$ cat config.mk
export PLATFORM = sky130hd
export DESIGN_NAME = speech_sequencer
export DESIGN_NICKNAME = d
export VERILOG_FILES = /design/src/rtl/speech_pkg.sv /design/src/rtl/speech_fifo.sv /design/src/rtl/speech_sequencer.sv
export SDC_FILE = /design/constraint.sdc
export NUM_CORES = 1
export LEC_CHECK = 0
export CAP_MARGIN = 20
export CORE_ASPECT_RATIO = 1.1
export CORE_MARGIN = 4
export CORE_UTILIZATION = 25
export CTS_BUF_LIST = sky130_fd_sc_hd__clkbuf_16
export DETAILED_ROUTE_END_ITERATION = 8
export MAX_ROUTING_LAYER = met4
export SYNTH_ARGS = -nofsm -noshare
export SYNTH_HDL_FRONTEND = slang
export SYNTH_SLANG_ARGS = --single-unit
$ cat constraint.sdc
create_clock -name clk -period 8.1 [get_ports clk]
set_clock_uncertainty 0.1 [all_clocks]
set_input_delay 2.43 -clock clk [delete_from_list [all_inputs] [get_ports clk]]
set_output_delay 2.43 -clock clk [all_outputs]
set_load 0.01 [all_outputs]
$ cat src/rtl/speech_pkg.sv
// Shared types and the word-to-flash address table for the talking calculator speech path.
// The GAP state exists only when SPEECH_GAP_EN is defined.
package speech_pkg;

  typedef enum logic [4:0] {
    ZERO, ONE, TWO, THREE, FOUR, FIVE, SIX, SEVEN, EIGHT, NINE,
    PLUS, MINUS, TIMES, DIVIDE, EQUALS, POINT, NEGATIVE, ERROR
  } word_t;

  localparam int NUM_WORDS = 18;

  // Each word owns a 16 KiB flash slot; recordings grow slightly with the code.
  localparam logic [23:0] WORD_START [NUM_WORDS] = '{
    24'h000000, 24'h004000, 24'h008000, 24'h00C000, 24'h010000, 24'h014000,
    24'h018000, 24'h01C000, 24'h020000, 24'h024000, 24'h028000, 24'h02C000,
    24'h030000, 24'h034000, 24'h038000, 24'h03C000, 24'h040000, 24'h044000
  };

  localparam logic [23:0] WORD_END [NUM_WORDS] = '{
    24'h002FFF, 24'h00707F, 24'h00B0FF, 24'h00F17F, 24'h0131FF, 24'h01727F,
    24'h01B2FF, 24'h01F37F, 24'h0233FF, 24'h02747F, 24'h02B4FF, 24'h02F57F,
    24'h0335FF, 24'h03767F, 24'h03B6FF, 24'h03F77F, 24'h0437FF, 24'h04787F
  };

  typedef enum logic [2:0] {
    S_IDLE,
    S_LOAD,
    S_LAUNCH,
    S_PLAY
`ifdef SPEECH_GAP_EN
    , S_GAP
`endif
  } state_t;

endpackage

$ cat src/rtl/speech_fifo.sv
// Word-code queue: synchronous push/pop with flush and occupancy count, async reset.
module speech_fifo #(
  parameter int DEPTH = 8
) (
  input  logic                     clk,
  input  logic                     reset,
  input  logic                     push,
  input  logic                     pop,
  input  logic                     flush,
  input  logic [4:0]               push_data,
  output logic [4:0]               pop_data,
  output logic [$clog2(DEPTH):0]   count,
  output logic                     full,
  output logic                     empty
);

  localparam int AW = $clog2(DEPTH);
  localparam int CW = AW + 1;

  logic [4:0]    mem [DEPTH];
  logic [AW-1:0] wr_ptr;
  logic [AW-1:0] rd_ptr;
  logic          do_push;
  logic          do_pop;

  // Flush wins over everything, so a same-cycle push is simply lost.
  assign do_push  = push && !full && !flush;
  assign do_pop   = pop && !empty && !flush;
  assign full     = (count == CW'(DEPTH));
  assign empty    = (count == '0);
  assign pop_data = mem[rd_ptr];

  always_ff @(posedge clk or posedge reset) begin
    if (reset) begin
      wr_ptr <= '0;
      rd_ptr <= '0;
      count  <= '0;
    end else if (flush) begin
      wr_ptr <= '0;
      rd_ptr <= '0;
      count  <= '0;
    end else begin
      if (do_push) wr_ptr <= wr_ptr + 1'b1;
      if (do_pop)  rd_ptr <= rd_ptr + 1'b1;
      if (do_push && !do_pop)      count <= count + 1'b1;
      else if (!do_push && do_pop) count <= count - 1'b1;
    end
  end

  always_ff @(posedge clk) begin
    if (do_push) mem[wr_ptr] <= push_data;
  end

endmodule

$ cat src/rtl/speech_sequencer.sv
// Plays queued calculator words through the audio controller one word at a time.
// Define SPEECH_GAP_EN to insert GAP_CYCLES of silence after every word.
module speech_sequencer #(
  parameter int FIFO_DEPTH = 8,
  parameter int GAP_CYCLES = 2_500_000
) (
  input  logic                          clk,
  input  logic                          reset,
  input  logic                          push_valid,
  input  logic [4:0]                    push_word,
  output logic                          push_ready,
  input  logic                          flush,
  output logic [23:0]                   start_address,
  output logic [23:0]                   end_address,
  output logic                          play_start,
  input  logic                          play_finish,
  output logic                          busy,
  output logic [$clog2(FIFO_DEPTH):0]   fifo_count,
  output logic                          bad_word
);

  import speech_pkg::*;

  state_t     state;
  logic [4:0] cur_code;
  logic [4:0] fifo_head;
  logic       fifo_pop;
  logic       fifo_full;
  logic       fifo_empty;

`ifdef SPEECH_GAP_EN
  localparam int GW = $clog2(GAP_CYCLES + 1);
  logic [GW-1:0] gap_count;
`endif

  // A flushing cycle must not pop, otherwise a discarded word would still play.
  assign fifo_pop   = (state == S_IDLE) && !fifo_empty && !flush;
  assign push_ready = !fifo_full;
  assign busy       = (state != S_IDLE) || !fifo_empty;

  speech_fifo #(
    .DEPTH(FIFO_DEPTH)
  ) u_fifo (
    .clk      (clk),
    .reset    (reset),
    .push     (push_valid),
    .pop      (fifo_pop),
    .flush    (flush),
    .push_data(push_word),
    .pop_data (fifo_head),
    .count    (fifo_count),
    .full     (fifo_full),
    .empty    (fifo_empty)
  );

  always_ff @(posedge clk or posedge reset) begin
    if (reset) begin
      state         <= S_IDLE;
      cur_code      <= '0;
      start_address <= '0;
      end_address   <= '0;
      play_start    <= 1'b0;
      bad_word      <= 1'b0;
`ifdef SPEECH_GAP_EN
      gap_count     <= '0;
`endif
    end else begin
      bad_word <= 1'b0;
      case (state)
        S_IDLE: begin
          if (fifo_pop) begin
            cur_code <= fifo_head;
            state    <= S_LOAD;
          end
        end
        S_LOAD: begin
          if (cur_code < 5'(NUM_WORDS)) begin
            start_address <= WORD_START[cur_code];
            end_address   <= WORD_END[cur_code];
            play_start    <= 1'b1;
            state         <= S_LAUNCH;
          end else begin
            bad_word <= 1'b1;
            state    <= S_IDLE;
          end
        end
        // Hold the request until the controller drops its idle flag.
        S_LAUNCH: begin
          if (!play_finish) begin
            play_start <= 1'b0;
            state      <= S_PLAY;
          end
        end
        S_PLAY: begin
          if (play_finish) begin
`ifdef SPEECH_GAP_EN
            gap_count <= '0;
            state     <= S_GAP;
`else
            state     <= S_IDLE;
`endif
          end
        end
`ifdef SPEECH_GAP_EN
        S_GAP: begin
          if (gap_count == GW'(GAP_CYCLES - 1)) state <= S_IDLE;
          else gap_count <= gap_count + 1'b1;
        end
`endif
        default: state <= S_IDLE;
      endcase
    end
  end

endmodule

Word-level counts from Yosys, hierarchy flattened
Memories as Yosys holds them, arrays and structs flattened. A register that Yosys moved wholly into a read port is not among the register bits. Index checks and enable logic that the tools add are counted.

Logic and storage cells: 67. RAM bits: 40. Bits in registers: 15. ROM bits: 1536. Memories kept: 3. Bits of input ports: 10.

Memories: (name not given) (depth 32, bits a word 24, read ports 1, clocked after Yosys merged registers in 1, wr ports 0, line speech_sequencer.sv:79) `end_address <= WORD_END[cur_code];`; (name not given) (depth 32, bits a word 24, read ports 1, clocked after Yosys merged registers in 1, wr ports 0, line speech_sequencer.sv:78) `start_address <= WORD_START[cur_code];`; u_fifo.mem (depth 8, bits a word 5, read ports 1, clocked after Yosys merged registers in 1, wr ports 1, line speech_fifo.sv:20) `logic [4:0] mem [DEPTH];`.

Order comparisons: 1. Add/sub/neg operators: 4. Reduce and logical (&&, ||, !) cells: 25. Mux-type cells: 19. Equality and inequality tests: 8. Bitwise operators: 1.

Operators with widths (number): two-way mux 3 bit (7); two-way mux 4 bit (3); one-hot mux 3 bit (4 select lines) (1); logical AND 1 bit (8); adder 3 x 1 -> 3 bit (second input constant) (2); equality test 3 x 2 -> 1 bit (second input constant) (2); two-way mux 1 bit (6); != test 2 bit (second input constant) (3); inverter 5 -> 6 bit (1); AND reduction 3 bit (2); nonzero test 2 bit (3); nonzero test 3 bit (2); zero test 1 bit (5); < comparator 5 bit (second input constant) (1); adder 4 x 1 -> 4 bit (second input constant) (1); equality test 4 bit (second input constant) (1); zero test 4 bit (1); AND reduction 2 bit (2); subtractor 4 x 1 -> 4 bit (second input constant) (1); equality test 3 x 1 -> 1 bit (second input constant) (1); zero test 3 bit (1); two-way mux 2 bit (1); != test 2 x 1 -> 1 bit (second input constant) (1); one-hot mux 1 bit (2 select lines) (1); logical OR 1 bit (1).

Depth between registers and ports, before layout
Depth in word-level cells: 10. Gate-level depth with buffers: 9.

Hierarchy
A second synthesis with hierarchy kept.

Cells, all modules: 256. Area total of the unflattened synthesis: 3449.6 sq um.

By module, submodules not included: speech_fifo (times used 1, sequential area each 1451.4 sq um, cells an instance 141, area an instance 2224.6 sq um); speech_sequencer (times used 1, sequential area each 525.5 sq um, cells an instance 115, area an instance 1224.9 sq um).

Worst setup path after synthesis
Ideal clock, no wire load.

Kind: input to register. From: input port flush. To: register u_fifo.count[3]. Data required time: 7.884 ns. Arrival time: 4.272 ns. Slack: 3.612 ns. Stages on the path: 7. Buffers on the path: 1. Cell sequence: dlygate4sd1_1 > or3_2 > ha_1 > nand3_1 > a22oi_1 > mux2_2 > o311ai_0.

Word-level cells in the longest chain between the ends: 8.

Ends and longest elaborated chain: start, declared (line speech_sequencer.sv:12) `input logic flush,`; zero test 1 bit (line speech_fifo.sv:27, speech_fifo.sv:28, speech_sequencer.sv:37); logical AND 1 bit (line speech_sequencer.sv:37) `assign fifo_pop = (state == S_IDLE) && !fifo_empty && !flush;`; logical AND 1 bit (2 in series) (line speech_fifo.sv:28) `assign do_pop = pop && !empty && !flush;`; zero test 1 bit (line speech_fifo.sv:45) `if (do_push && !do_pop) count <= count + 1'b1;`; logical AND 1 bit (line speech_fifo.sv:45); two-way mux 4 bit (line speech_fifo.sv:45); two-way mux 4 bit (line speech_fifo.sv:38) `end else if (flush) begin`; end signal, assigned (line speech_fifo.sv:45); end signal, assigned (line speech_fifo.sv:46) `else if (!do_push && do_pop) count <= count - 1'b1;`; end, declared (line speech_fifo.sv:12) `output logic [$clog2(DEPTH):0] count,`.

Parallel ways exist; a longest one is shown, timed or not. A chain may end at the register's enable or synchronous reset.

Worst setup path after layout
From: input port push_valid. To: register u_fifo.count[3].

Word-level cells in the longest chain between the ends: 5.

Ends and longest elaborated chain: start, declared (line speech_sequencer.sv:9) `input logic push_valid,`; logical AND 1 bit (*) (2 in series) (line speech_fifo.sv:27) `assign do_push = push && !full && !flush;`; logical AND 1 bit or zero test 1 bit (tied branches) (line speech_fifo.sv:45, speech_fifo.sv:46); two-way mux 4 bit or logical AND 1 bit (tied branches) (line speech_fifo.sv:45, speech_fifo.sv:46); two-way mux 4 bit or nonzero test 3 bit (tied branches).

Mark *: on every way between the ends. The rest lies on a longest branch, timed or not.

==> metrics.txt <==
complex-gate fraction of the synthesized area=0.05580; hold depth=2; number of remaining DRC errors=0; R2R depth=8; yosys warns=0; vias in the first global route=1893; met2 Use GR=0.1334; post-synthesis mux area share=0.09460; post-CTS sizing=0; pins over their slew limit=0; Finished Cell Area=0.004034 mm^2; Rel. slew slack=0.4947; Fmax achieved=211.3 MHz; Fin. Hold Viols=0; DP Wirelength=4399 um; DRT antenna net count=0; initial antenna violation count=0; gr busiest metal=met2; register area share after synthesis=0.5839; Fill cells=1323; hold_buf cts=0; DRT iter0 DRCs=133; Area Growth Syn to Fin=19.14%; Syn Area/Cell=13.17 um^2; Worst EP arrival=4.85 ns; Die Wd=119.0 um; Syn Inst Count=257; CTS max path bufs=2; min Tclk post-route=4.732 ns; crit share post-route=0.5842; Final #Nets=306; CP Data Required Time=8.22 ns; Setup Buffers After CTS=0; IR Drop Worst-Case VDD=112.1 uV; RSZ-0062 raised after global routing=false; CTS tree=built; met1 usage=0.1020; Starting Density=0.2562; Routed WL=6002 um; Simple-Gate Fraction of Synth Area=0.1123; critical path class=in -> reg; Max Cap Violations=0; Yosys cell types=49; status=complete, no violations; DP Area=0.003752 mm^2; GPL Wtd Cong=0.7931; Min-Delay Path Class=reg -> reg; grt met3 use=0.02644; crit start category=input port; most common cell after layout, fill and taps aside=clkdlybuf4s50_1; layout cell share with drive strength beyond 1=0.1156; first-pass GRT wire length=9908 um; PD cells=326.8 mW/mm^2; worst stage delay on the critical path=0.73 ns; die height=130.1 um; total core area=0.01321 mm^2; most frequent cells in the layout=41 x clkdlybuf4s50_1, 40 x edfxtp_1, 31 x dfrtp_1, 25 x nand2_1, 24 x conb_1; H-tree Lvls=3; final setup TNS=0 ns; P_leak=1.527 nW; WL per Instance=13.19 um; asr flop ratio synth=0.4366; die area=0.01547 mm^2; Vias/cell=4.176; Yosys reg bits=71; post-synthesis adder-cell area fraction=0.02809; combinational family with the most area after synthesis=simple AND/OR/NAND/NOR gates; GR Overflow Total=0; main flop type after synthesis=edfxtp_1; First-pass DRT Iterations=4; pin slew with the least headroom to its limit=0.7579 ns; CTS sink cnt=71; critical path, cell by cell=clkdlybuf4s50_1 > nand2_8 > or3_2 > ha_1 > nand3_1 > a22oi_1 > mux2_2 > o311ai_0; largest net degree at the start of global routing=32; CP endpoint kind=register; I/O pin cnt=66; worst-path fanout max=9; All-Layer GR Usage=0.08507; xor-xnor portion of the synthesized cell area=0.01293; Post-synth EDFFs=40; clock latency on the worst-skew pair=0.33 ns; critical path's slowest cell=clkdlybuf4s50_1; final setup vio count=0; total number of vias=1900; total CTS buffers=9; mapped cell area=0.003386 mm^2; clock root cell=clkbuf_16; clock-pin slew on the worst setup and hold paths=0.06 ns; row count=44; Final Core Density=0.3053; # diodes=0; Port Buf Inserts=41
==> critical path, delay by kind of cell <==
family,cells,cell delay [ns]
buf+inv,1,0.73
simple gates,3,0.68
fa+ha+maj,1,0.35
compound gates,2,0.31
mux,1,0.35
==> state kept, by name (all words and copies together), names as in the netlist <==
name and count:
state 2, u_fifo.mem 40, bad_word 1, start_address 4, u_fifo.count 4, play_start 1, u_fifo.rd_ptr 3, end_address 8
cur_code 5, u_fifo.wr_ptr 3
==> layout make-up <==
class | instances | area, um^2 | share of cell area
sequential | 71 | 1977 | 0.4901
tap | 161 | 201.4 | 0.04994
clock buffer | 9 | 225.2 | 0.05583
clock inverter | 7 | 56.30 | 0.01396
inverter | 10 | 37.54 | 0.009305
timing repair buffer | 42 | 417.9 | 0.1036
multi-input combinational | 155 | 1119 | 0.2773
==> metrics by stage <==
| stage | power, mW | cells | worst slack (ns) | hold WS, ns |
|---|---|---|---|---|
| after floorplan | 0.8154 | 280 | 3.612 | 0.3723 |
| after global placement | 0.9561 | 439 | 3.089 | 0.3547 |
| after detailed placement | 0.9686 | 439 | 3.015 | 0.3639 |
| after CTS | 1.339 | 455 | 3.366 | 0.3770 |
| after global routing | 1.407 | 455 | 3.201 | 0.3943 |
| final | 1.318 | 455 | 3.368 | 0.3688 |
==> power breakdown <==
part / total (mW) / switching (mW) / internal [mW] / leakage [nW]
clock network: 0.365 / 0.155 / 0.211 / 0.132
logic: 0.422 / 0.198 / 0.223 / 0.647
registers: 0.531 / 0.0826 / 0.449 / 0.748
==> layer usage <==
| metal | vias to the layer above | wire, um |
|---|---|---|
| met1 | 897 | 2678 |
| met2 | 70 | 2823 |
| met4 | 0 | 99 |
| met5 | - | 0 |
| li1 | 924 | - |
| met3 | 9 | 401 |
==> synthesized netlist by cell type, drive strengths merged (5+ instances only) <==
master | number | share of area
nor2 | 18 | 0.020
nand3 | 6 | 0.0089
dfrtp | 31 | 0.23
ha | 6 | 0.022
buf | 41 | 0.095
nand2b | 6 | 0.011
nor3 | 5 | 0.0089
inv | 10 | 0.011
mux4 | 10 | 0.067
nand2 | 26 | 0.034
o21ai | 8 | 0.012
mux2i | 5 | 0.015
edfxtp | 40 | 0.35
==> cells by family (layout without fill, tap and decap cells) <==
group	after synthesis	after routing
AO/OA/AOI/OAI	26	26
XOR/XNOR	5	5
AND/OR/NAND/NOR	74	74
adder cells (fa/ha/maj)	7	7
buffers and inverters	54	68
multiplexers	19	19
other	1	24
flip-flops	71	71
==> path summary, 6_finish.rpt <==
| path | startpoint | end | slack (ns) |
|---|---|---|---|
| max reg2reg | u_fifo.count[3] | u_fifo.count[3] | 5.17 |
| min | end_address[10] | end_address[10] | 0.37 |
| min in group asynchronous | reset | end_address[9] | 2.38 |
| max | push_valid | u_fifo.count[3] | 3.37 |
| min reg2reg | end_address[10] | end_address[10] | 0.37 |
| max in group asynchronous | reset | start_address[15] | 5.23 |
Power figures use the tool's default switching activity.
==> variant 1 (same flow settings) <==
Encoding of `state_t`: now one-hot (4 bits for 4 states).
--- a/src/rtl/speech_pkg.sv
+++ b/src/rtl/speech_pkg.sv
@@ -23,9 +23,9 @@
   };
 
-  typedef enum logic [2:0] {
-    S_IDLE,
-    S_LOAD,
-    S_LAUNCH,
-    S_PLAY
+  typedef enum logic [3:0] {
+    S_IDLE   = 4'b0001,
+    S_LOAD   = 4'b0010,
+    S_LAUNCH = 4'b0100,
+    S_PLAY   = 4'b1000
 `ifdef SPEECH_GAP_EN
     , S_GAP
Function: same outputs for any inputs over 4 cycles, from zero or initial values and one cycle with reset high; so few cycles prove little.
==> variant 1 against the original RTL <==
Design area rose by 6.4%. Cell count rose by 9.2%. Sequential cell count rose by 2. Combinational power rose by 18%. Core utilization up 0.34 points. Total power is 12% higher. Wire length grew 8.1%. Die area is 5.0% higher. Critical path depth decreased by 1. Synthesized area rose by 5.4%. Sequential power rose by 4.0%. Worst setup slack worse by 0.044 ns. Register-to-register slack worse by 0.09 ns. Largest cell class unchanged.
==> variant 1: results (changes against the original RTL) <==
The proportion of synthesized area in mux cells is 9.260% (-0.20 points). The worst reg2reg path startpoint is u_fifo.count[0]$_DFFE_PP0P_. The actual transition at the worst max-transition pin came to 0.8559 ns (+0.09798 ns). The synthesized area divided by synthesized cell count is 12.88 um2 (-2.2%). The global-route wire length before repair came out at 10.80 mm (+9.0%). The via count of the first global-routing pass came out at 2006 (+6.0%). The number of cells on the worst hold path came out at 2 (unchanged). The share of the synthesized area in compound gates (AO/OA/AOI/OAI) came out at 6.734% (+1.2 points). Sorting the synthesized cells by area gives the leading types as edfxtp_1 (34%), dfrtp_1 (22%), buf_4 (7.8%). The post-detailed-route via-to-cell ratio is 4.203 (+0.66%).

The root buffer cell is clkbuf_16. The wire length reported by the detailed router came to 6.487 mm (+8.1%). The distinct cell type count after synthesis came out at 48 (-2.0%). The fraction of layout cells with a size suffix above 1 is 12.62% (+1.1 points). The number of cells in the design after placement came out at 481 (+9.6%). The pin count of the biggest net entering global routing came out at 34 (+6.3%). The register-to-register setup slack came out at 5.08 ns (-0.09 ns).

The portion of the post-synthesis area used by sequential elements came out at 56.86% (-1.5 points). The longest individual stage delay on the worst path came out at 0.75 ns (+0.02 ns). The count of buffers added by post-CTS timing repair for setup was 0 (unchanged).

The xor-xnor portion of the synthesized cell area came out at 2.245% (+0.95 points). The first-iteration detailed-routing DRC count is 117 (-12%). The number of detailed-routing iterations run before antenna repair is 4 (unchanged). The number of fill cells came out at 1389 (+5.0%).

The detailed placement HPWL came out at 4.695 mm (+6.7%). The worst supply voltage drop on vdd came out at 113.9 uV (+1.6%). The post-synthesis share of cell area spent on full adders, half adders and majority gates came to 2.666% (-0.14 points). The aggregate global-route resource usage came out at 8.769% (+0.26 points).

The number of warnings printed during yosys synthesis came out at 0 (unchanged). The run finished with clean final reports. The number of cells traversed by the worst register-to-register path came out at 8 (unchanged).

The number of enable flip-flop cells after synthesis was 40 (unchanged). The arrival time of the worst setup path was 4.88 ns (+0.03 ns). The largest registers in the layout are u_fifo.mem (40), end_address (8), cur_code (5). The number of remaining DRC errors came out at 0 (unchanged). Sorting the synthesized cells by how often they occur yields edfxtp_1 (40), buf_4 (37), dfrtp_1 (32). The number of clock buffers inserted by TritonCTS is 9 (unchanged). The slowest library cell on the worst path is clkdlybuf4s50_1. For hold timing, the worst endpoint is end_address[11]$_DFFE_PP0P_. The power spent charging and discharging nets came to 0.4675 mW (+7.3%). The async set-reset flop share out of synthesis came out at 45.21% (+1.5 points). In this run the most critical hold path is launched from end_address[11]$_DFFE_PP0P_. The count of vias placed by the detailed router came out at 2089 (+9.9%). The routability congestion estimate from global placement came out at 0.7551 (-4.8%).

The number of nets in the layout came out at 321 (+4.9%). The peak fanout along the critical path came to 19 (+10). The cell leakage power came out at 1.605 nW (+5.1%). The count of hold-fix buffers inserted at cts came out at 0 (unchanged). The initial antenna violation count came to 0 (unchanged).
## variant 1: cell types whose count changed after synthesis, sizes merged, moves of 3 or more
cell,change
nor4b,+3
nand2,-13
nand2b,-3
nor2,+11
a21oi,+10
buf,+4
a31oi,+3
a22o,+3
## variant 1: stage by stage
stage / setup slack [ns] / hold slack [ns] / instance area (um2) / utilization, %
after floorplan: 3.788 / 0.3822 / 3654 / -
after global placement: 3.072 / 0.3813 / 3975 / 28.58
after detailed placement: 3.001 / 0.3854 / 3975 / 28.58
after CTS: 3.350 / 0.4018 / 4293 / 30.87
after global routing: 3.193 / 0.4238 / 4293 / 30.87
final: 3.324 / 0.3949 / 4293 / 30.87
## variant 1: per-layer routing
layer / track usage [%] / up-vias / wire length, um
met5: - / - / 0
met4: 4.110 / 0 / 142
met3: 2.166 / 13 / 405
met2: 13.39 / 70 / 3076
met1: 10.92 / 1009 / 2862
li1: - / 997 / -
## variant 1: final cells by class
cell class	instances	area share, %
clock inverters	7	2.157
inverters	8	0.6995
well taps	188	5.479
flip-flops and latches	73	47.25
multi-input cells	170	29.44
repair buffers	42	9.735
clock buffers	9	5.246
## variant 1: worst max-delay path, delay by kind of cell
kind,cells,cell delay (ns)
buffers and inverters,1,0.75
AOI/OAI and AO/OA,3,0.70
and+or+nand+nor,2,0.66
adders and majority gates,1,0.33
## variant 1: power by group through the flow
stage,clock network [mW],logic [mW],registers [mW]
after global placement,0,0.499,0.559
after detailed placement,0,0.506,0.563
after global routing,0.450,0.550,0.568
final,0.423,0.499,0.552
after floorplan,0,0.376,0.530
after CTS,0.430,0.509,0.555
## variant 1: how the worst max path moves through the flow
| stage | from | to | slack [ns] | cells past startpoint |
|---|---|---|---|---|
| floorplan | flush | u_fifo.count[3]$_DFFE_PP0P_ | 3.79 | 7 |
| global placement | flush | u_fifo.count[3]$_DFFE_PP0P_ | 3.07 | 7 |
| detailed placement | flush | u_fifo.count[3]$_DFFE_PP0P_ | 3.00 | 7 |
| CTS | flush | u_fifo.count[3]$_DFFE_PP0P_ | 3.35 | 7 |
| global route | flush | u_fifo.count[3]$_DFFE_PP0P_ | 3.19 | 7 |
| finish | flush | u_fifo.count[3]$_DFFE_PP0P_ | 3.32 | 7 |
## variant 1: cell families after synthesis
logic type / after synthesis
other cells: 1
compound gates: 38
simple gates: 75
flops: 73
xor+xnor: 7
mux: 19
buf+inv: 57
fa+ha+maj: 7
==> variant 2 (same flow settings) <==
Made on the original files. Build with the macro `SPEECH_GAP_EN` defined.
--- a/src/rtl/speech_pkg.sv
+++ b/src/rtl/speech_pkg.sv
@@ -1,4 +1,6 @@
 // Shared types and the word-to-flash address table for the talking calculator speech path.
 // The GAP state exists only when SPEECH_GAP_EN is defined.
+`define SPEECH_GAP_EN
+
 package speech_pkg;
 
Function: changed (a bounded check fails within 10 cycles, from zero or initial values and one cycle with reset high).
==> variant 2 against the original RTL <==
Synthesized area is 40% higher. Largest power group unchanged. Combinational power is 34% higher. Via count is 60% higher. Design area is 35% higher. Die area is 37% higher. Sequential share of layout area is 2.3 points lower. Total power is 31% higher. First-iteration DRC count is 50% higher. Synthesized cell count is 59% higher. Clock power is 10% higher. Non-clock buffer count stayed put. Sequential cell count is 23 higher. Wire length is 58% higher. Worst setup slack worse by 0.075 ns.
==> variant 2: results (changes against the original RTL) <==
The flow ran to the end, and the final reports show no timing, DRC or antenna violations. The distinct cell type count after synthesis came out at 58 (+18%). The pin count of the biggest net entering global routing came out at 55 (+72%). The number of cells in the design after placement is 662 (+51%). The portion of the post-synthesis area used by sequential elements is 53.85% (-4.5 points). The non-clock inverter instance count of the final layout was 15 (+5). The final-layout clock-cell area share is 5.155% (-1.8 points).

The number of multi-input logic gates is 268 (+73%). The area growth from synthesis to layout came out at 15.23%. The post-layout instance count excluding filler cells came out at 678 (+49%). The area of placed instances came out at 5180 um2 (+38%). The slowest stage of the critical path belongs to the cell nor4_1. The met2 layer wire length in the routed design came out at 4.747 mm (+68%).

The post-detailed-route via-to-cell ratio came out at 4.479 (+7.3%). The aggregate global-route resource usage came out at 9.384% (+0.88 points). The routability congestion estimate from global placement is 0.8050 (+1.5%).

The worst supply voltage drop on vdd is 102.0 uV (-9.0%). The fraction of layout cells with a size suffix above 1 came out at 9.195% (-2.4 points). The arrival time of the worst setup path came out at 2.28 ns (-2.57 ns). The met1 track utilization from global routing came out at 10.96% (+0.77 points). The largest registers in the layout are u_fifo.mem (40), gap_count (22), end_address (8). The number of nets in the layout is 448 (+46%). The global routing met2 resource utilization is 15.50% (+2.2 points).

By count the netlist is led by dfrtp_1 (54), edfxtp_1 (40), buf_4 (37). The detailed placement HPWL is 6.902 mm (+57%). The worst reg2reg path startpoint is u_fifo.count[0]$_DFFE_PP0P_. The average routed wire per standard cell is 14.01 um (+6.2%). The period utilization is 59.34% (+0.92 points). In the post-synthesis netlist, the biggest area contributors are dfrtp_1 (29%), edfxtp_1 (25%), buf_4 (5.9%). The non-clock buffering overhead in the final layout came out at 7.652% (-2.7 points). The tightest hold margin came out at 0.4153 ns (+0.04649 ns). The cell leakage power came out at 2.059 nW (+35%). Grouping stages by cell kind, the critical path spends the most delay in simple AND/OR/NAND/NOR gates.

The met3 global-route usage was 2.480% (-0.16 points). The first-iteration detailed-routing DRC count came out at 199 (+50%).
[variant 2: cell types whose count changed in the layout (fill, tap and decap cells not counted), moves of 4 or more]
cell / change
a21oi_1: +23
and3_1: +5
dfrtp_1: +23
inv_1: +5
mux2i_1: +6
nand3_1: +5
nand4_1: +5
nor2_1: +14
o21ai_0: +11
or3_1: +9
or4_1: +4
xnor2_1: +5
[variant 2: cell families (layout without fill, tap and decap cells)]
kind of cell               count (synthesis)  count (layout)  synth area share (%)
adders and majority gates                  8               8                 2.270
xor gates and xnor gates                  10              10                 1.848
other                                      1              24               0.07912
DFF                                       94              94                 53.85
buffers and inverters                     70              73                 8.949
AOI/OAI and AO/OA                         75              75                 10.64
muxes                                     23              23                 7.550
and+or+nand+nor                          128             128                 14.81
[variant 2: where the power goes]
part	switching (mW)	internal, mW	leakage (nW)
combinational	0.268	0.299	0.877
clock	0.191	0.212	0.136
sequential	0.150	0.602	1.05
total	0.609	1.11	2.06
